## src/rtl/led_writer.sv

```systemverilog
// led_writer: CPU-writable 24-bit LED port with registered readback.
// Optional blink engine is built only when LED_BLINK_EN is defined.
module led_writer #(
  parameter int unsigned BLINK_DIV = 25000000
) (
  input  logic        ledclk,
  input  logic        ledrst,
  input  logic        ledcs,
  input  logic [1:0]  ledaddr,
  input  logic        ledwrite,
  input  logic        ledread,
  input  logic [15:0] ledwdata,
  output logic [15:0] ledrdata,
  output logic [23:0] led_o
);

  logic        wr_en;
  logic        rd_en;
  logic        sel_lo;
  logic        sel_hi;
  logic        sel_mlo;
  logic        sel_mhi;
  logic [23:0] led;
  logic [23:0] bmask;
  logic        phase;
  logic [15:0] rd_mux;

  // a write on the same edge as a read takes priority
  assign wr_en   = ledcs & ledwrite;
  assign rd_en   = ledcs & ledread & ~ledwrite;

  assign sel_lo  = (ledaddr == 2'b00);
  assign sel_mlo = (ledaddr == 2'b01);
  assign sel_hi  = (ledaddr == 2'b10);
  assign sel_mhi = (ledaddr == 2'b11);

  // LED register: store data lands in the addressed field only
  always_ff @(posedge ledclk) begin
    if (!ledrst) begin
      led <= '0;
    end else if (wr_en && sel_lo) begin
      led[15:0] <= ledwdata;
    end else if (wr_en && sel_hi) begin
      led[23:16] <= ledwdata[7:0];
    end
  end

`ifdef LED_BLINK_EN
  localparam logic [25:0] DIV_LAST = 26'(BLINK_DIV - 1);

  logic [25:0] cnt;

  // blink mask: same field layout as the LED register
  always_ff @(posedge ledclk) begin
    if (!ledrst) begin
      bmask <= '0;
    end else if (wr_en && sel_mlo) begin
      bmask[15:0] <= ledwdata;
    end else if (wr_en && sel_mhi) begin
      bmask[23:16] <= ledwdata[7:0];
    end
  end

  // free-running half-period counter; mask writes never disturb it
  always_ff @(posedge ledclk) begin
    if (!ledrst) begin
      cnt   <= '0;
      phase <= 1'b0;
    end else if (cnt == DIV_LAST) begin
      cnt   <= '0;
      phase <= ~phase;
    end else begin
      cnt   <= cnt + 26'd1;
    end
  end
`else
  // no blink engine: mask reads as zero, phase never asserts
  // for any legal divider
  assign bmask = '0;
  assign phase = (BLINK_DIV < 2);
`endif

  // readback mux; upper fields are zero-extended
  always_comb begin
    rd_mux = '0;
    unique case (1'b1)
      sel_lo:  rd_mux = led[15:0];
      sel_hi:  rd_mux = {8'd0, led[23:16]};
      sel_mlo: rd_mux = bmask[15:0];
      sel_mhi: rd_mux = {8'd0, bmask[23:16]};
      default: rd_mux = '0;
    endcase
  end

  // readback register holds unless a qualified read occurs
  always_ff @(posedge ledclk) begin
    if (!ledrst) begin
      ledrdata <= '0;
    end else if (rd_en) begin
      ledrdata <= rd_mux;
    end
  end

  // LED pins: masked LEDs forced off during the blink-off phase
  always_ff @(posedge ledclk) begin
    if (!ledrst) begin
      led_o <= '0;
    end else begin
      led_o <= led & ~(bmask & {24{phase}});
    end
  end

endmodule

```

## config.mk

```make
export PLATFORM = sky130hd
export DESIGN_NAME = led_writer
export DESIGN_NICKNAME = d
export VERILOG_FILES = /design/src/rtl/led_writer.sv
export SDC_FILE = /design/constraint.sdc
export NUM_CORES = 1
export LEC_CHECK = 0
export BUFFER_PORTS_ARGS = -buffer_cell sky130_fd_sc_hd__buf_4
export CAP_MARGIN = 25
export CORE_MARGIN = 2
export CORE_UTILIZATION = 50
export CTS_CLUSTER_SIZE = 30
export DETAILED_ROUTE_END_ITERATION = 16
export PLACE_DENSITY = 0.77
export RECOVER_POWER = 25
export SLEW_MARGIN = 5
export SYNTH_ARGS = -nofsm -noshare
export SYNTH_HDL_FRONTEND = slang
export SYNTH_SLANG_ARGS = --single-unit
```

## constraint.sdc

```tcl
create_clock -name ledclk -period 3.4 [get_ports ledclk]
set_input_delay 0.85 -clock ledclk [delete_from_list [all_inputs] [get_ports ledclk]]
set_output_delay 0.85 -clock ledclk [all_outputs]
set_load 0.01 [all_outputs]
```

==> flow_summary.ini <==
[status]
status = finished clean

[clock_tree]
clockBufferDepth = 2
cts_resized = 0
postCtsSetupBuffers = 0
cts.sinks = 64
clk_pin_slew_ns = 0.06
numCtsBuffers = 9
cts_tree = yes
cts-root-buf = clkbuf_8
htree_levels = 3
clock_latency_ns = 0.33
ctsHoldBuffers = 0

[setup_path]
path_cells = buf_4 > nand4bb_1 > nand2_1 > a21boi_1
worstPathMaxFanout = 16
cp-end-kind = flip-flop
critPathMaxStageDelay_ns = 0.67
critPathBufInv = 1
r2r_slack_ns = 2.71
required_ns = 3.62
crit_start = ledaddr[1]
reg2reg_depth = 2
r2r-start = led[18]$_SDFFE_PN0P_
endpoint = led[2]$_SDFFE_PN0P_
worstSetupPathType = in -> reg
crit_slowest_cell = nand4bb_1
worstReg2RegEnd = ledrdata[2]$_SDFFE_PN0P_
crit_cells = 4
path_delay_family = simple AND/OR/NAND/NOR gates
critical_path_arrival_ns = 2.06
cp-start-kind = input pin

[logic_synthesis]
syn-num-nets = 246
synth_cells = 223
syn-mean-instance-area_um2 = 10.3
synth_top_cell_by_area = dfxtp_1
syn-cell-area_um2 = 2300
seq_area_frac_synth_pct = 55.6
ys_warn_count = 0
synth_cell_types = 19
yosysTopAreaCellShare_pct = 55.6
synth.area.top_cells = dfxtp_1 (56%), a21boi_1 (10%), nand2_1 (9.1%)
ys_ff_latch = 64

[die]
die_y_um = 71.9
dieArea_um2 = 5170
rows = 24
coreArea_um2 = 4380
initial_core_util_pct = 52.5
die_width_um = 71.9
pin_count = 63

[cells_and_area]
drive_above_1_share_pct = 29.4
mostFrequentLayoutCells = dfxtp_1 (64), buf_4 (62), nand2_1 (56), a21boi_1 (30), and2_1 (13)
n_antenna_cell = 0
n_fill_cell = 364
seqCellArea_um2 = 1280
area.growth.synth_to_final_pct = 26.5
multiInputGateArea_um2 = 936
nets = 305
layout_commonest_cell = dfxtp_1

[global_routing]
antenna_found_initial = 0
grt_max_degree = 59
overflow = 0
first_global_vias = 1562
grt_use_total_pct = 19.0
grt_pass1_wl_um = 7420

[drt]
drtPass1Iterations = 4
vias_per_cell = 5.03
vias = 1699
drt-initial-drc-count = 114
wl_per_cell_um = 13.5
drc = 0
ant_nets = 0
wirelength_um = 4560

[power_and_ir_drop]
p_per_area_nw_per_um2 = 482
p_leak_nw = 1.21
p_total_mw = 1.41
peakVddDrop_mv = 0.258

[run]
cap_violations = 0

[sta]
fin_worst_skew_ns = 0.00354
fin_crit_sh_pct = 54.2
rsz0062_at_grt = false
max_slew_margin_pct = 52.9
report.final.setup_viol = 0
drv_slew = 0
worst_pin_slew_ns = 0.703
hold_viol = 0
max_freq_ghz = 0.543
finalCriticalPeriod_ns = 1.84
tns_ns = 0

[placement]
io_buffer_count = 62
place.gp.congestion = 0.778
hpwlAfterDp_um = 3010

[min_path]
hold_path.class = reg -> reg
worst min-delay path, cell delays in order (launching register included):
cell	delay, ns
dfxtp_1	0.31
nand2_1	0.05
a21boi_1	0.05
metal layers:
metal	global-route usage, %	part of all wire [%]	vias to the layer above
met4	10.7	2.4	0
met1	25.0	46	769
met2	28.2	44	59
met5	0	0	-
li1	-	-	858
met3	5.20	6.8	13
flip-flops by register name (all words and copies together) (netlist names):
register and cells:
led 24, led_o 24, ledrdata 16
synth_stat cells:
cell type	n
dfxtp_1	64
nand2_1	56
a21boi_1	32
and2_1	25
mux2i_1	8
nand3_1	8
o2bb2ai_2	8
clkbuf_1	5
buf_4	4
buf_2	3
buf_6	2
and3b_1	1
and4b_1	1
and4bb_1	1
nand3b_2	1
nand3b_4	1
nand4b_1	1
nand4bb_1	1
nor2_2	1
per-stage QoR:
step / utilization [%] / area (µm²) / std cells / setup WS [ns] / hold WS, ns
after global placement: 62.7 / 2750 / 323 / 1.26 / 0.441
after CTS: 66.5 / 2910 / 338 / 1.57 / 0.456
final: 66.5 / 2910 / 338 / 1.56 / 0.453
after detailed placement: 62.7 / 2750 / 323 / 1.22 / 0.447
after global routing: 66.5 / 2910 / 338 / 1.42 / 0.481
after floorplan: - / 2300 / 223 / 1.74 / 0.443
area by class of cell:
class / count / area share (%)
multi-input cells: 145 / 32.1
well taps: 52 / 2.23
flip-flops and latches: 64 / 44.0
clock buffers: 15 / 5.71
repair buffers: 62 / 16.0
cells by family after synthesis:
family / after synthesis / synth area share (%)
compound gates: 40 / 15.6
buf+inv: 14 / 3.75
flops: 64 / 55.6
mux: 8 / 3.48
simple gates: 97 / 21.5
power by group:
part	leakage (nW)	internal, mW	total [mW]	switching (mW)
Combinational	0.610	0.0376	0.0776	0.0400
Clock	0.0838	0.302	0.563	0.261
Sequential	0.517	0.760	0.765	0.00509
worst min-delay path by stage:
stage / startpoint / to / slack, ns / cells after the start
6_report: ledrdata[12]$_SDFFE_PN0P_ / ledrdata[12]$_SDFFE_PN0P_ / 0.45 / 2
3_5_place_dp: ledrdata[15]$_SDFFE_PN0P_ / ledrdata[15]$_SDFFE_PN0P_ / 0.45 / 2
2_1_floorplan: led[0]$_SDFFE_PN0P_ / led[0]$_SDFFE_PN0P_ / 0.44 / 2
4_1_cts: ledrdata[15]$_SDFFE_PN0P_ / ledrdata[15]$_SDFFE_PN0P_ / 0.46 / 2
3_3_place_gp: ledrdata[10]$_SDFFE_PN0P_ / ledrdata[10]$_SDFFE_PN0P_ / 0.44 / 2
5_1_grt: ledrdata[8]$_SDFFE_PN0P_ / ledrdata[8]$_SDFFE_PN0P_ / 0.48 / 2
Note: power is estimated with default switching activity, not from simulation.
